--- config.mk ---
export PLATFORM = sky130hd
export DESIGN_NAME = pipe_pattern_source_flat
export DESIGN_NICKNAME = d
export VERILOG_FILES = /design/src/rtl/pipe_pattern_source_pkg.sv /design/src/rtl/pipe_pattern_source_if.sv /design/src/rtl/pipe_pattern_source_fifo.sv /design/src/rtl/pipe_pattern_source.sv /design/src/flat_wrapper.sv
export SDC_FILE = /design/constraint.sdc
export NUM_CORES = 1
export LEC_CHECK = 0
export CAP_MARGIN = 0
export CORE_AREA = 2 2 209 160
export DETAILED_ROUTE_END_ITERATION = 8
export DIE_AREA = 0 0 211 162
export GPL_TIMING_DRIVEN = 0
export RECOVER_POWER = 25
export SLEW_MARGIN = 0
export SYNTH_ARGS = -nofsm -noshare
export SYNTH_HDL_FRONTEND = slang
export SYNTH_SLANG_ARGS = --single-unit
--- constraint.sdc ---
create_clock -name ti_clk -period 3 [get_ports ti_clk]
set_input_delay 0.45 -clock ti_clk [delete_from_list [all_inputs] [get_ports ti_clk]]
set_output_delay 0.45 -clock ti_clk [all_outputs]
set_load 0.05 [all_outputs]
--- src/rtl/pipe_pattern_source_pkg.sv ---
// Shared definitions for the okPipeOut pattern source: generator mode
// encodings, LFSR tap positions and the LFSR next-state function.
// No ports; imported by the interface, FIFO and top-level files.
package pipe_pattern_source_pkg;

  typedef enum logic [1:0] {
    MODE_OFF     = 2'b00,
    MODE_LFSR    = 2'b01,
    MODE_COUNTER = 2'b10,
    MODE_RSVD    = 2'b11   // behaves like MODE_OFF
  } mode_e;

  localparam int LFSR_TAP_A = 31;
  localparam int LFSR_TAP_B = 21;
  localparam int LFSR_TAP_C = 1;

  // One step of the 32-bit Fibonacci LFSR: shift left, feed back XOR of taps.
  function automatic logic [31:0] lfsr_next(input logic [31:0] g);
    return {g[30:0], g[LFSR_TAP_A] ^ g[LFSR_TAP_B] ^ g[LFSR_TAP_C]};
  endfunction

endpackage

--- src/rtl/pipe_pattern_source_if.sv ---
// Control/data bundle between a host-side driver and pipe_pattern_source.
// master: drives mode, gen_en, seed, seed_load, ep_read;
//         observes ep_datain, level, empty, full, underflow_cnt.
// slave : the pattern source itself (directions reversed).
interface pipe_pattern_source_if #(
  parameter int ADDR_W = 4
);
  logic [1:0]      mode;
  logic            gen_en;
  logic [31:0]     seed;
  logic            seed_load;
  logic            ep_read;
  logic [15:0]     ep_datain;
  logic [ADDR_W:0] level;
  logic            empty;
  logic            full;
  logic [15:0]     underflow_cnt;

  modport master (
    output mode, gen_en, seed, seed_load, ep_read,
    input  ep_datain, level, empty, full, underflow_cnt
  );

  modport slave (
    input  mode, gen_en, seed, seed_load, ep_read,
    output ep_datain, level, empty, full, underflow_cnt
  );
endinterface

--- src/rtl/pipe_pattern_source_fifo.sv ---
// sync_fifo16: single-clock FIFO of 16-bit words.
// Ports: clk_i, rst_i (sync, active-high), flush_i (clears pointers),
//        wr_en_i/wr_data_i, rd_en_i/rd_data_o (head word, combinational),
//        level_o/empty_o/full_o (registered occupancy flags).
// The caller must only write when there is room (or a read happens in the
// same cycle) and only read when non-empty; flush overrides both.
module sync_fifo16 #(
  parameter int DEPTH  = 16,
  parameter int ADDR_W = 4
) (
  input  logic            clk_i,
  input  logic            rst_i,
  input  logic            flush_i,
  input  logic            wr_en_i,
  input  logic [15:0]     wr_data_i,
  input  logic            rd_en_i,
  output logic [15:0]     rd_data_o,
  output logic [ADDR_W:0] level_o,
  output logic            empty_o,
  output logic            full_o
);

  localparam logic [ADDR_W:0] ONE_PTR   = (ADDR_W+1)'(1);
  localparam logic [ADDR_W:0] ZERO_PTR  = (ADDR_W+1)'(0);
  localparam logic [ADDR_W:0] DEPTH_LVL = (ADDR_W+1)'(DEPTH);

  logic [15:0]     mem_q [DEPTH];
  // Pointers carry one extra MSB so that full and empty are distinguishable.
  logic [ADDR_W:0] wr_ptr_q, wr_ptr_d;
  logic [ADDR_W:0] rd_ptr_q, rd_ptr_d;
  logic [ADDR_W:0] level_q, level_d;
  logic            empty_q, empty_d;
  logic            full_q, full_d;

  // Next pointer values and the occupancy flags derived from them.
  always_comb begin
    wr_ptr_d = wr_ptr_q;
    rd_ptr_d = rd_ptr_q;
    if (flush_i) begin
      wr_ptr_d = ZERO_PTR;
      rd_ptr_d = ZERO_PTR;
    end else begin
      if (wr_en_i) begin
        wr_ptr_d = wr_ptr_q + ONE_PTR;
      end else begin
        wr_ptr_d = wr_ptr_q;
      end
      if (rd_en_i) begin
        rd_ptr_d = rd_ptr_q + ONE_PTR;
      end else begin
        rd_ptr_d = rd_ptr_q;
      end
    end
    level_d = wr_ptr_d - rd_ptr_d;
    empty_d = (level_d == ZERO_PTR);
    full_d  = (level_d == DEPTH_LVL);
  end

  // Pointer and flag registers.
  always_ff @(posedge clk_i) begin
    if (rst_i) begin
      wr_ptr_q <= ZERO_PTR;
      rd_ptr_q <= ZERO_PTR;
      level_q  <= ZERO_PTR;
      empty_q  <= 1'b1;
      full_q   <= 1'b0;
    end else begin
      wr_ptr_q <= wr_ptr_d;
      rd_ptr_q <= rd_ptr_d;
      level_q  <= level_d;
      empty_q  <= empty_d;
      full_q   <= full_d;
    end
  end

  // Storage array; contents need no reset because the pointers gate access.
  always_ff @(posedge clk_i) begin
    if (wr_en_i && !flush_i && !rst_i) begin
      mem_q[wr_ptr_q[ADDR_W-1:0]] <= wr_data_i;
    end
  end

  assign rd_data_o = mem_q[rd_ptr_q[ADDR_W-1:0]];
  assign level_o   = level_q;
  assign empty_o   = empty_q;
  assign full_o    = full_q;

endmodule

--- src/rtl/pipe_pattern_source.sv ---
// pipe_pattern_source: LFSR/counter word source feeding okPipeOut (0xA0).
// Ports: ti_clk (single clock), reset (sync, active-high),
//        bus (slave modport): mode, gen_en, seed, seed_load, ep_read in;
//        ep_datain, level, empty, full, underflow_cnt out.
// Words are generated into a FIFO at the gen_en rate and popped on ep_read
// with registered-data timing: the head word lands in ep_datain on the same
// edge that samples ep_read.
module pipe_pattern_source
  import pipe_pattern_source_pkg::*;
#(
  parameter int          DEPTH        = 16,
  parameter int          ADDR_W       = 4,
  parameter logic [31:0] SEED_DEFAULT = 32'h0000_0001
) (
  input logic                  ti_clk,
  input logic                  reset,
  pipe_pattern_source_if.slave bus
);

  logic [31:0]     gen_q, gen_d;
  logic [15:0]     data_q, data_d;
  logic [15:0]     ucnt_q, ucnt_d;

  logic            mode_active_s;
  logic            pop_req_s;
  logic            pop_s;
  logic            underflow_s;
  logic            push_s;
  logic [15:0]     head_s;
  logic [ADDR_W:0] level_s;
  logic            empty_s;
  logic            full_s;

  // Push/pop qualification; seed_load suppresses both and flushes instead.
  always_comb begin
    mode_active_s = (bus.mode == MODE_LFSR) || (bus.mode == MODE_COUNTER);
    pop_req_s     = bus.ep_read & ~bus.seed_load;
    pop_s         = pop_req_s & ~empty_s;
    underflow_s   = pop_req_s & empty_s;
    // A full FIFO can still accept a word when a pop frees a slot this edge.
    push_s        = bus.gen_en & mode_active_s & ~bus.seed_load & (~full_s | pop_s);
  end

  // Generator next state: seed load wins, otherwise step only on a push.
  always_comb begin
    gen_d = gen_q;
    if (bus.seed_load) begin
      gen_d = bus.seed;
    end else if (push_s) begin
      case (bus.mode)
        MODE_LFSR:    gen_d = lfsr_next(gen_q);
        MODE_COUNTER: gen_d = gen_q + 32'd1;
        default:      gen_d = gen_q;
      endcase
    end else begin
      gen_d = gen_q;
    end
  end

  // Output word and saturating underflow counter next state.
  always_comb begin
    data_d = data_q;
    ucnt_d = ucnt_q;
    if (pop_s) begin
      data_d = head_s;
    end else if (underflow_s) begin
      data_d = 16'h0000;
    end else begin
      data_d = data_q;
    end
    if (underflow_s && (ucnt_q != 16'hFFFF)) begin
      ucnt_d = ucnt_q + 16'd1;
    end else begin
      ucnt_d = ucnt_q;
    end
  end

  // Generator, output word and underflow counter registers.
  always_ff @(posedge ti_clk) begin
    if (reset) begin
      gen_q  <= SEED_DEFAULT;
      data_q <= 16'h0000;
      ucnt_q <= 16'h0000;
    end else begin
      gen_q  <= gen_d;
      data_q <= data_d;
      ucnt_q <= ucnt_d;
    end
  end

  sync_fifo16 #(
    .DEPTH  (DEPTH),
    .ADDR_W (ADDR_W)
  ) u_fifo (
    .clk_i     (ti_clk),
    .rst_i     (reset),
    .flush_i   (bus.seed_load),
    .wr_en_i   (push_s),
    .wr_data_i (gen_q[15:0]),
    .rd_en_i   (pop_s),
    .rd_data_o (head_s),
    .level_o   (level_s),
    .empty_o   (empty_s),
    .full_o    (full_s)
  );

  assign bus.ep_datain     = data_q;
  assign bus.level         = level_s;
  assign bus.empty         = empty_s;
  assign bus.full          = full_s;
  assign bus.underflow_cnt = ucnt_q;

endmodule
--- src/flat_wrapper.sv ---
// flat-port wrapper written by rule: the top's interface ports become plain ports
module pipe_pattern_source_flat import pipe_pattern_source_pkg::*;
#(
  parameter int          DEPTH        = 16,
  parameter int          ADDR_W       = 4,
  parameter logic [31:0] SEED_DEFAULT = 32'h0000_0001
)
  (ti_clk, reset, bus_mode, bus_gen_en, bus_seed, bus_seed_load, bus_ep_read, bus_ep_datain, bus_level, bus_empty, bus_full, bus_underflow_cnt);
  pipe_pattern_source_if #(.ADDR_W(ADDR_W)) bus_i ();
  input logic ti_clk;
  input logic reset;
  input wire logic [$bits(bus_i.mode)-1:0] bus_mode;
  input wire logic [$bits(bus_i.gen_en)-1:0] bus_gen_en;
  input wire logic [$bits(bus_i.seed)-1:0] bus_seed;
  input wire logic [$bits(bus_i.seed_load)-1:0] bus_seed_load;
  input wire logic [$bits(bus_i.ep_read)-1:0] bus_ep_read;
  output wire logic [$bits(bus_i.ep_datain)-1:0] bus_ep_datain;
  output wire logic [$bits(bus_i.level)-1:0] bus_level;
  output wire logic [$bits(bus_i.empty)-1:0] bus_empty;
  output wire logic [$bits(bus_i.full)-1:0] bus_full;
  output wire logic [$bits(bus_i.underflow_cnt)-1:0] bus_underflow_cnt;
  assign bus_i.mode = bus_mode;
  assign bus_i.gen_en = bus_gen_en;
  assign bus_i.seed = bus_seed;
  assign bus_i.seed_load = bus_seed_load;
  assign bus_i.ep_read = bus_ep_read;
  assign bus_ep_datain = bus_i.ep_datain;
  assign bus_level = bus_i.level;
  assign bus_empty = bus_i.empty;
  assign bus_full = bus_i.full;
  assign bus_underflow_cnt = bus_i.underflow_cnt;
  pipe_pattern_source #(.DEPTH(DEPTH), .ADDR_W(ADDR_W), .SEED_DEFAULT(SEED_DEFAULT)) u_core (.ti_clk(ti_clk), .reset(reset), .bus(bus_i));
endmodule
## Word level (Yosys, flattened, before mapping)

Memory sizes are Yosys's and may differ from the RTL's. A register that Yosys moved wholly into a read port is not among the register bits.
Cells that the tools add are included.

| word-level totals | value |
|---|---|
| register bits after elaboration | 81 |
| RAM bits | 256 |
| input bits | 39 |
| output and inout bits | 39 |
| word-level logic and storage cells | 53 |
| memories | 1 |

Memories:

| memory | words | bits a word | rd ports | clocked after Yosys merged registers in | write ports | RTL line | text |
|---|---|---|---|---|---|---|---|
| u_core.u_fifo.mem_q | 16 | 16 | 1 | 1 | 1 | pipe_pattern_source_fifo.sv:27 | `logic [15:0] mem_q [DEPTH];` |

| cells by class | value |
|---|---|
| $add $sub $neg | 5 |
| equal/unequal tests | 4 |
| muxes and demuxes | 12 |
| bitwise operators | 12 |
| reduce and logical (&&, ||, !) cells | 11 |

Operators by type and width:

| cell | count |
|---|---|
| 2-to-1 mux 32 bit | 2 |
| case mux 32 bit (2 select lines) | 1 |
| adder 32 x 1 -> 32 bit, second input constant | 1 |
| 2-to-1 mux 16 bit | 2 |
| 2-to-1 mux 5 bit | 4 |
| adder 16 x 1 -> 16 bit, second input constant | 1 |
| inequality test 16 bit, second input constant | 1 |
| adder 5 x 1 -> 5 bit, second input constant | 2 |
| AND 1 bit | 6 |
| equality test 5 bit, second input constant | 1 |
| logical NOT 5 bit | 1 |
| subtractor 5 bit | 1 |
| 2-to-1 mux 4 bit | 1 |
| nonzero test 2 bit | 2 |
| logical AND 1 bit | 3 |
| NOT 1 bit | 3 |
| nonzero test 3 bit | 1 |
| equality test 2 x 1 -> 1 bit, second input constant | 1 |
| equality test 2 bit, second input constant | 1 |
| logical NOT 1 bit | 2 |
| 2-to-1 mux 1 bit | 2 |
| AND reduction 2 bit | 1 |
| bitwise XOR 1 bit | 2 |
| logical OR 1 bit | 1 |
| OR 1 bit | 1 |

## Logic depth before layout (Yosys ltp)

Gate-level depths: netlist of the first run.

| depth | value |
|---|---|
| word-level depth | 9 |
| depth in mapped cells | 13 |
| gate-level depth less buffers | 13 |

## By module

A second synthesis of the first run with hierarchy kept.

| unflattened totals | value |
|---|---|
| cell total of the unflattened synthesis | 1,040 |
| area, all modules | 14,744.1 um^2 |

Modules (own cells, without submodules):

| module | times used | cells an instance | area an instance (um^2) | seq. area each (um^2) |
|---|---|---|---|---|
| sync_fifo16 | 1 | 523 | 10,665.2 | 8,027.7 |
| pipe_pattern_source | 1 | 517 | 4,078.9 | 1,281.2 |

## Least setup slack after synthesis of the first run

OpenSTA, ideal clock, no wires.

| path | value |
|---|---|
| path type | in2reg |
| from | input port bus_mode[0] |
| to | memory u_core.u_fifo.mem_q[0][0] (enable) |
| setup time | 409 ps |
| data arrival time | 2,836 ps |
| required time | 2,591 ps |
| path slack | -245 ps |
| stages | 7 |
| path buffers | 0 |
| cells stage by stage | inv_1 -> ha_1 -> nor3b_1 -> o21ai_0 -> nor2_1 -> nand2_1 -> nor3_1 |

| between the ends | value |
|---|---|
| longest elaborated chain between the ends | 9 |
| elaborated cells on any way between the ends | 10 |
| those cells by class | eq/ne (2); mux (2); bitwise (3); reduce/logical (3) |

Ends and longest elaborated chain:

| what | RTL line | text |
|---|---|---|
| start, declared | flat_wrapper.sv:12 | `input wire logic [$bits(bus_i.mode)-1:0] bus_mode;` |
| equality test 2 x 1 -> 1 bit or equality test 2 bit (tied branches) | pipe_pattern_source.sv:36 | `mode_active_s = (bus.mode == MODE_LFSR) \|\| (bus.mode == MODE_COUNTER);` |
| logical OR 1 bit (*) | pipe_pattern_source.sv:36 |  |
| AND 1 bit (*) (3 in a row) | pipe_pattern_source.sv:41 | `push_s = bus.gen_en & mode_active_s & ~bus.seed_load & (~full_s \| pop_s);` |
| logical AND 1 bit (*) (2 in a row) | pipe_pattern_source_fifo.sv:78 | `if (wr_en_i && !flush_i && !rst_i) begin` |
| 2-to-1 mux 1 bit (*) | pipe_pattern_source_fifo.sv:78 |  |
| 2-to-1 mux 1 bit (not written as such) (*) | pipe_pattern_source_fifo.sv:79 | `mem_q[wr_ptr_q[ADDR_W-1:0]] <= wr_data_i;` |
| end, declared | pipe_pattern_source_fifo.sv:27 |  |

Every way passes the cells marked *; elsewhere a longest branch is shown, timed or not.

## Worst setup path after layout of the first run

| path | value |
|---|---|
| from | input port bus_ep_read |
| to | register u_core.u_fifo.full_q (netlist: u_core.u_fifo.full_o) |

| between the ends | value |
|---|---|
| elaborated cells on any way between the ends | 10 |
| those cells by class | add/sub (1); eq/ne (1); mux (4); bitwise (4) |

RTL lines:

| what | RTL line | text |
|---|---|---|
| start, declared | flat_wrapper.sv:16 | `input wire logic [$bits(bus_i.ep_read)-1:0] bus_ep_read;` |
| AND 1 bit | pipe_pattern_source.sv:37 | `pop_req_s = bus.ep_read & ~bus.seed_load;` |
| AND 1 bit | pipe_pattern_source.sv:38 | `pop_s = pop_req_s & ~empty_s;` |
| 2-to-1 mux 5 bit | pipe_pattern_source_fifo.sv:48 | `if (rd_en_i) begin` |
| 2-to-1 mux 5 bit | pipe_pattern_source_fifo.sv:39 | `if (flush_i) begin` |
| named net u_core.u_fifo.rd_ptr_d[0] | pipe_pattern_source_fifo.sv:30 | `logic [ADDR_W:0] rd_ptr_q, rd_ptr_d;` |
| subtractor 5 bit | pipe_pattern_source_fifo.sv:54 | `level_d = wr_ptr_d - rd_ptr_d;` |
| equality test 5 bit | pipe_pattern_source_fifo.sv:56 | `full_d = (level_d == DEPTH_LVL);` |
| end signal, assigned | pipe_pattern_source_fifo.sv:72 | `full_q <= full_d;` |
| end, declared | pipe_pattern_source_fifo.sv:33 | `logic full_q, full_d;` |

The timed path passes the listed nets, and every way through them passes these cells.
A chain may end at the register's enable or synchronous reset.

==> results.txt, run 1 <==
# IOs = 78
Skew final = 0.02314 ns
Pre-Repair DR Iteration Count = 6
Nets = 1,164
Hold_buf cts = 0
Post-layout power = 10,220 µW
Max FO, Critical Path = 7
Nature of the critical path endpoint = flip-flop
Post-DRT Antenna Nets = 0
Worst R2R Start = u_core.gen_q[1]$_SDFFE_PP0P_
Post-DR vias/cell = 5.974
ANT cells = 0
Commonest non-fill, non-tap cells in the layout = edfxtp_1, mux4_2, clkdlybuf4s50_1
Routed vias = 9,253
Initial antenna violation count = 0
Max Clk Rate = 346.4 MHz
WL final = 37,680 µm
Register area = 0.009339 mm²
Met2 usage = 32.49%
Worst setup SP type = input pin
Leakage = 0.005536 µW
CTS tree = built
Setup violators final = 0
Clk sinks = 337
PwrDens = 587.1 mW/mm²
Max Slew Vio Count = 0
Post-synth top flop = edfxtp_1
Dpl cell area = 0.01589 mm²
First-pass GRT wire length = 56,550 µm
Hold Violations, Final = 0
Synth unique cells = 68
Synthesized area = 0.01430 mm²
Clock Pin Slew Worst Setup and Hold Paths = 0.06 ns
CP Data Arrival Time = 3.29 ns
Final cell count without fillers = 1,549
Finished Cell Area = 0.01741 mm²
Final period util = 96.24%
Share of cells above drive strength 1 = 20.69%
Synthesized area per cell = 14.71 µm²
Final HPWL DP = 25,280 µm
Final worst slack = 0.1128 ns
Critical path class = input pin to flip-flop
Worst path top cell family by delay = buffers and inverters
Met1 usage = 34.47%
Reg2Reg Setup Slack = 0.13 ns
Cells after synthesis = 972
GP Congestion = 0.9011
DP Worst Slack = -1.188 ns
Vias in the first global route = 8,963
Worst path max stage delay = 0.60 ns
Fillers = 2,586
Most common cell after layout, fill and taps aside = edfxtp_1
Min-Delay Path Depth = 2
CTS buffer count = 34
DR WL/cell = 24.33 µm
Max Cap Viol = 0
Unrepaired setup endpoints after global routing = no
H-tree Lvls = 2
Hold worst-path end = u_core.bus.ep_datain[5]$_SDFFE_PP0P_
Starting Density = 44.66%
Critical Path RT = 3.41 ns
Least-Margin Pin Slew = 1.231 ns
Final min period = 2.887 ns
Max clock buf depth = 3
Slew headroom = 17.92%
Post-Syn Nets = 1,025
HP Start = u_core.bus.ep_datain[5]$_SDFFE_PP0P_
Synth Register Bits = 337
Reg2Reg Capture Point = u_core.gen_q[24]$_SDFFE_PP0P_
Die Y = 162 µm
GR Layer Usage met3 = 4.640%
DRC Markers = 0
All-layer global routing usage = 22.44%
DR iter-0 viols = 1,006
Sequential area share after synthesis = 65.09%
R2R depth = 7
Async set-reset flop share out of synthesis = 0%
FP Rows = 57
Root Buffer = clkbuf_16
Most crowded layer after global routing = met1
Post-synth EDFFs = 256
Worst IR Drop VDD = 0.3716 mV
Yosys warnings = 0
Die footprint = 0.03418 mm²
Critical-path top delay cell = clkdlybuf4s50_1
I/O Buffers = 76
Total gr overflow = 0
Clk_lat worst skew = 0.53 ns
Largest net degree at the start of global routing = 24
WP buf/inv = 3
Footprint of the multi-input gates = 0.004855 mm²
P&R area growth vs syn = 21.77%
Core Area = 0.03202 mm²
HP Class = flip-flop to flip-flop
Outcome = completed
Placed Instances = 1,477
Chip width = 211 µm
Cell chain of the critical path = clkdlybuf4s50_1, nor2b_1, clkbuf_2, xnor2_1, nor2_1, ha_1, inv_1, fa_2, a21o_1, a21oi_2, xor3_1, nor4bb_1
flip-flops by register name, summed over array words and instances (netlist names):
name and flops:
u_core.gen_q 32, u_core.bus.ep_datain 16, u_core.u_fifo.full_o 1, u_core.u_fifo.mem_q 256, u_core.u_fifo.level_o 5, u_core.u_fifo.wr_ptr_q 5, u_core.u_fifo.empty_o 1, u_core.bus.underflow_cnt 16
u_core.u_fifo.rd_ptr_q 5
timing repair:
item,in CTS,in global routing
buffers inserted,9,6
pin swaps,7,5
resized for setup,45,36
setup endpoints to repair,277,264
how the worst max path moves through the flow:
| stage | start | end | slack (ns) | cells past startpoint |
|---|---|---|---|---|
| after floorplan | u_core.u_fifo.empty_o$_SDFF_PP1_ | u_core.u_fifo.empty_o$_SDFF_PP1_ | 0.02 | 12 |
| after global placement | bus_seed_load | u_core.u_fifo.mem_q[8][11]$_DFFE_PP_ | -1.84 | 7 |
| after detailed placement | bus_seed_load | u_core.u_fifo.full_o$_SDFF_PP0_ | -1.19 | 10 |
| after CTS | bus_mode[0] | u_core.u_fifo.full_o$_SDFF_PP0_ | -0.04 | 14 |
| after global routing | bus_ep_read | u_core.u_fifo.full_o$_SDFF_PP0_ | 0.01 | 11 |
| final | bus_ep_read | u_core.u_fifo.full_o$_SDFF_PP0_ | 0.11 | 12 |
layout make-up:
type	instances	share of cell area (%)
timing repair buffer	107	6.675
clock buffer	50	5.597
buffer	52	1.423
clock inverter	11	1.013
tap	413	2.967
sequential	337	53.63
inverter	37	0.8191
multi-input combinational	542	27.88
cells by family after synthesis:
| group | Yosys count | share of synthesized area [%] |
|---|---|---|
| buf+inv | 93 | 2.520 |
| flops | 337 | 65.09 |
| simple gates | 246 | 8.451 |
| mux | 88 | 13.18 |
| xor+xnor | 21 | 1.487 |
| fa+ha+maj | 14 | 1.277 |
| compound gates | 173 | 7.997 |
worst register-to-register path: cells and delay by family (launching register included):
family          cells  cell delay (ns)
simple gates        3             1.29
compound gates      2             0.45
buf+inv             1             0.22
flops               1             0.52
fa+ha+maj           1             0.32
power breakdown:
group          internal, µW  switching (µW)  total [µW]
logic                   257             345         602
clock network          2690            1750        4440
registers              5070             116        5180
cell usage after synthesis, types with 5 or more instances:
| cell | count | area, µm² |
|---|---|---|
| o31ai_1 | 5 | 37.54 |
| nor2b_1 | 5 | 31.28 |
| dfxtp_1 | 81 | 1622 |
| nor2_1 | 65 | 244.0 |
| nor4_1 | 5 | 31.28 |
| o2111ai_1 | 5 | 43.79 |
| a211oi_1 | 5 | 37.54 |
| mux4_2 | 80 | 1802 |
| and3_1 | 5 | 31.28 |
| mux2i_1 | 6 | 60.06 |
| inv_1 | 37 | 138.9 |
| a31oi_1 | 6 | 37.54 |
| xor2_1 | 12 | 105.1 |
| a21oi_1 | 42 | 210.2 |
| clkbuf_1 | 38 | 142.6 |
| nor3_1 | 24 | 120.1 |
| nand4_1 | 14 | 87.58 |
| nand2_1 | 70 | 262.8 |
| ha_1 | 13 | 162.7 |
| edfxtp_1 | 256 | 7687 |
| or4_1 | 7 | 52.55 |
| nand2b_1 | 7 | 43.79 |
| nand3_1 | 19 | 95.09 |
| o21a_1 | 6 | 45.04 |
| buf_2 | 7 | 35.03 |
| o211ai_1 | 13 | 97.59 |
| xnor2_1 | 7 | 61.31 |
| o21ai_0 | 42 | 210.2 |
| buf_1 | 9 | 33.78 |
| and4_1 | 6 | 52.55 |
through the flow:
stage / util (%) / hold slack (ns) / setup TNS [ns]
detailed placement: 49.63 / 0.4413 / -263.42
finish: 54.38 / 0.4494 / 0
global placement: 48.71 / 0.4360 / -457.16
global route: 54.38 / 0.4838 / 0
floorplan: - / 0.4975 / 0
CTS: 53.91 / 0.4561 / -0.04421
routing by layer:
metal	vias up	part of all wire, %	wire (µm)
li1	4097	-	-
met1	4691	46	17450
met2	400	44	16590
met3	65	7.6	2861
met4	0	2.1	780
met5	-	0	0
Note: power is estimated with default switching activity, not from simulation.
==> inputs of run 2 (changes only) <==
--- a/config.mk
+++ b/config.mk
@@ -5,13 +5,16 @@
 export SDC_FILE = /design/constraint.sdc
 export NUM_CORES = 1
 export LEC_CHECK = 0
+export ABC_AREA = 1
+export ABC_CLOCK_PERIOD_IN_PS = 3000
 export CAP_MARGIN = 0
-export CORE_AREA = 2 2 209 160
+export CORE_AREA = 2 2 215 164
 export DETAILED_ROUTE_END_ITERATION = 8
-export DIE_AREA = 0 0 211 162
+export DIE_AREA = 0 0 217 166
 export GPL_TIMING_DRIVEN = 0
 export RECOVER_POWER = 25
 export SLEW_MARGIN = 0
 export SYNTH_ARGS = -nofsm -noshare
 export SYNTH_HDL_FRONTEND = slang
+export SYNTH_HIERARCHICAL = 1
 export SYNTH_SLANG_ARGS = --single-unit
==> run 2 against run 1 <==
  * Via count is 27% higher
  * Utilization fell by 2.1 points
  * Sequential power increased by 1%
  * Die area rose by 5.4%
  * Sequential share of layout area decreased by 1.5 points
  * Critical endpoint is now u_core/u_fifo/full_o$_SDFF_PP0_
  * Clock skew decreased by 0.0077 ns
  * Largest power group unchanged
  * Flip-flop and latch count unchanged
  * Combinational power increased by 3.8%
  * Area after synthesis increased by 5.7%
  * Routed wire length grew 16%
==> results.txt, run 2 <==
Max Cap Viol = 0 (unchanged)
Critical-path top delay cell = dfxtp_1
Leakage = 0.006135 µW (+11%)
I/O Buffers = 76 (unchanged)
Finished Cell Area = 0.01784 mm² (+2.5%)
Flip-flop count of the largest register after layout = 256 (unchanged)
Post-Syn Nets = 1,627 (+59%)
Hold Violations, Final = 0 (unchanged)
Post-synth top flop = edfxtp_1
GP Congestion = 0.8914 (-1.1%)
Nets = 1,751 (+50%)
Clk sinks = 337 (unchanged)
CP Data Arrival Time = 3.27 ns (-0.02 ns)
First-pass GRT wire length = 66,330 µm (+17%)
Max Slew Vio Count = 0 (unchanged)
Synth Register Bits = 337 (unchanged)
Async set-reset flop share out of synthesis = 0% (unchanged)
DR WL/cell = 20.04 µm (-18%)
Vias in the first global route = 10,893 (+22%)
H-tree Lvls = 2 (unchanged)
Worst setup SP type = flip-flop
Skew final = 0.01547 ns (-0.007672 ns)
Register area = 0.009309 mm² (-0.32%)
Core Area = 0.03411 mm² (+6.5%)
Setup violators final = 0 (unchanged)
FP Rows = 59 (+3.5%)
Clock Pin Slew Worst Setup and Hold Paths = 0.06 ns (about the same)
Footprint of the multi-input gates = 0.005202 mm² (+7.2%)
Critical Path RT = 3.44 ns (+0.03 ns)
Worst path max stage delay = 0.57 ns (-0.03 ns)
Max FO, Critical Path = 10 (+3)
Final period util = 94.42% (-1.8 points)
Max clock buf depth = 3 (unchanged)
Unrepaired setup endpoints after global routing = no
Crit-path most repeated cell = nand2_1
DRC Markers = 0 (unchanged)
Chip width = 217 µm (+2.8%)
Final HPWL DP = 29,540 µm (+17%)
Sequential area share after synthesis = 61.61% (-3.5 points)
Dpl cell area = 0.01661 mm² (+4.5%)
Root Buffer = clkbuf_16
Cells after synthesis = 1,574 (+62%)
Post-DR vias/cell = 5.381 (-9.9%)
Share of cells above drive strength 1 = 8.459% (-12 points)
Main area contributors after synthesis = edfxtp_1, dfxtp_1, nand2_1
Critical path class = flip-flop to flip-flop
Placed Instances = 2,116 (+43%)
Commonest non-fill, non-tap cells in the layout = nand2_1, nor2_1, edfxtp_1
HP Class = input pin to flip-flop
All-layer global routing usage = 24.45% (+2.0 points)
Pre-Repair DR Iteration Count = 8 (+2)
Largest net degree at the start of global routing = 23 (-4.2%)
WP buf/inv = 4 (+1)
Post-DRT Antenna Nets = 0 (unchanged)
Slew headroom = 25.05% (+7.1 points)
Hold_buf cts = 0 (unchanged)
DR iter-0 viols = 1,090 (+8.3%)
Die footprint = 0.03602 mm² (+5.4%)
Clk_lat worst skew = 0.55 ns (+0.02 ns)
Worst path top cell family by delay = simple AND/OR/NAND/NOR gates
Final cell count without fillers = 2,185 (+41%)
WL final = 43,790 µm (+16%)
Synthesized area per cell = 9.599 µm² (-35%)
Fillers = 3,106 (+20%)
Total gr overflow = 0 (unchanged)
Most common cell after layout, fill and taps aside = nand2_1
Synthesized area = 0.01511 mm² (+5.7%)
Routed vias = 11,757 (+27%)
Outcome = completed
Max Clk Rate = 353.0 MHz (+1.9%)
Worst IR Drop VDD = 0.3946 mV (+6.2%)
P&R area growth vs syn = 18.09%
Die Y = 166 µm (+2.5%)
Initial antenna violation count = 0 (unchanged)
Least-Margin Pin Slew = 1.123 ns (-0.1085 ns)
CTS tree = built
Yosys warnings = 6 (+6)
Synth cell count leaders = nand2_1, nor2_1, edfxtp_1, o21ai_0, a21oi_1
CTS buffer count = 36 (+5.9%)
Post-synth EDFFs = 256 (unchanged)
Area share of the largest cell type after synthesis = 50.88% (-2.9 points)
Reg2Reg Setup Slack = 0.17 ns (+0.04 ns)
Synth unique cells = 40 (-41%)
Starting Density = 44.30% (-0.36 points)
Cell chain of the critical path = buf_4, buf_6, buf_6, nor2_1, nor3_1, ha_2, fa_2, nand3b_1, nand2_2, inv_1, nand2_1, nand2_1, nand2_1, nand3_1, nor2_1
PwrDens = 569.8 mW/mm² (-2.9%)
# IOs = 78 (unchanged)
Most frequent cell after synthesis = nand2_1
Final min period = 2.833 ns (-0.05460 ns)
Largest area contributor in the netlist = edfxtp_1
Nature of the critical path endpoint = flip-flop
==> run 2: changes by cell type in the layout (fill, tap and decap cells not counted), sizes merged, moves of 34 or more <==
cell and delta:
a21oi +66, mux4 -80, inv +34, o21ai +111, nor2 +226, nand3 +65, nand2 +243
==> run 2: metrics by stage <==
stage | power, µW | hold WS (ns) | setup TNS [ns] | setup WS (ns) | utilization [%]
floorplan | 5655 | 0.4820 | 0 | 0.1944 | -
global placement | 5946 | 0.4553 | -266.61 | -1.271 | 48.21
detailed placement | 5955 | 0.4585 | -126.59 | -1.267 | 48.69
CTS | 10240 | 0.2699 | -6.922 | -0.09330 | 52.01
global route | 10500 | 0.2980 | 0 | 0.01078 | 52.30
finish | 10170 | 0.2844 | 0 | 0.1674 | 52.31
==> run 2: path summary, 6_finish.rpt <==
path | cells past startpoint | to | startpoint
worst max-delay path | 15 | u_core/u_fifo/full_o$_SDFF_PP0_ | u_core/u_fifo/rd_ptr_q[0]$_SDFF_PP0_
worst min-delay path | 2 | u_core/u_fifo/rd_ptr_q[4]$_SDFF_PP0_ | reset
worst max register to register | 15 | u_core/u_fifo/full_o$_SDFF_PP0_ | u_core/u_fifo/rd_ptr_q[0]$_SDFF_PP0_
worst min register to register | 2 | u_core/bus.ep_datain[12]$_SDFFE_PP0P_ | u_core/bus.ep_datain[12]$_SDFFE_PP0P_
==> run 2: layout make-up <==
type	count	share of cell area [%]
antenna	2	0.02805
buffer	84	2.468
clock buffer	56	5.821
clock inverter	10	0.4979
inverter	70	1.487
multi-input combinational	1082	29.16
sequential	337	52.17
tap	457	3.205
timing repair buffer	87	5.161
==> run 2: power by group <==
part,internal [µW],switching [µW],leakage [µW]
clock,2480,1820,0.000541
sequential,5080,154,0.00303
combinational,227,398,0.00256
==> run 2: what timing repair did <==
action,CTS,global route
setup endpoints to repair,118,151
pin swaps,0,4
endpoints found under the hold margin,0,0
gates resized for setup,3,18
setup buffers,0,2
==> run 2: logic make-up (layout without fill, tap and decap cells) <==
| family | after synthesis | count (layout) | share of synthesized area [%] |
|---|---|---|---|
| adder cells (fa/ha/maj) | 14 | 14 | 1.209 |
| XOR/XNOR | 15 | 15 | 0.8695 |
| other | 0 | 2 | 0 |
| flip-flops | 337 | 337 | 61.61 |
| AND/OR/NAND/NOR | 714 | 714 | 19.22 |
| AO/OA/AOI/OAI | 339 | 339 | 12.41 |
| buffers and inverters | 155 | 307 | 4.679 |
==> run 2: layer usage <==
| layer | up-vias | GRT usage, % | share of wire (%) |
|---|---|---|---|
| met2 | 423 | 34.50 | 42 |
| met5 | - | 0 | 0 |
| met3 | 61 | 4.011 | 7.9 |
| met1 | 5579 | 38.40 | 48 |
| li1 | 5694 | - | - |
| met4 | 0 | 7.177 | 2.2 |
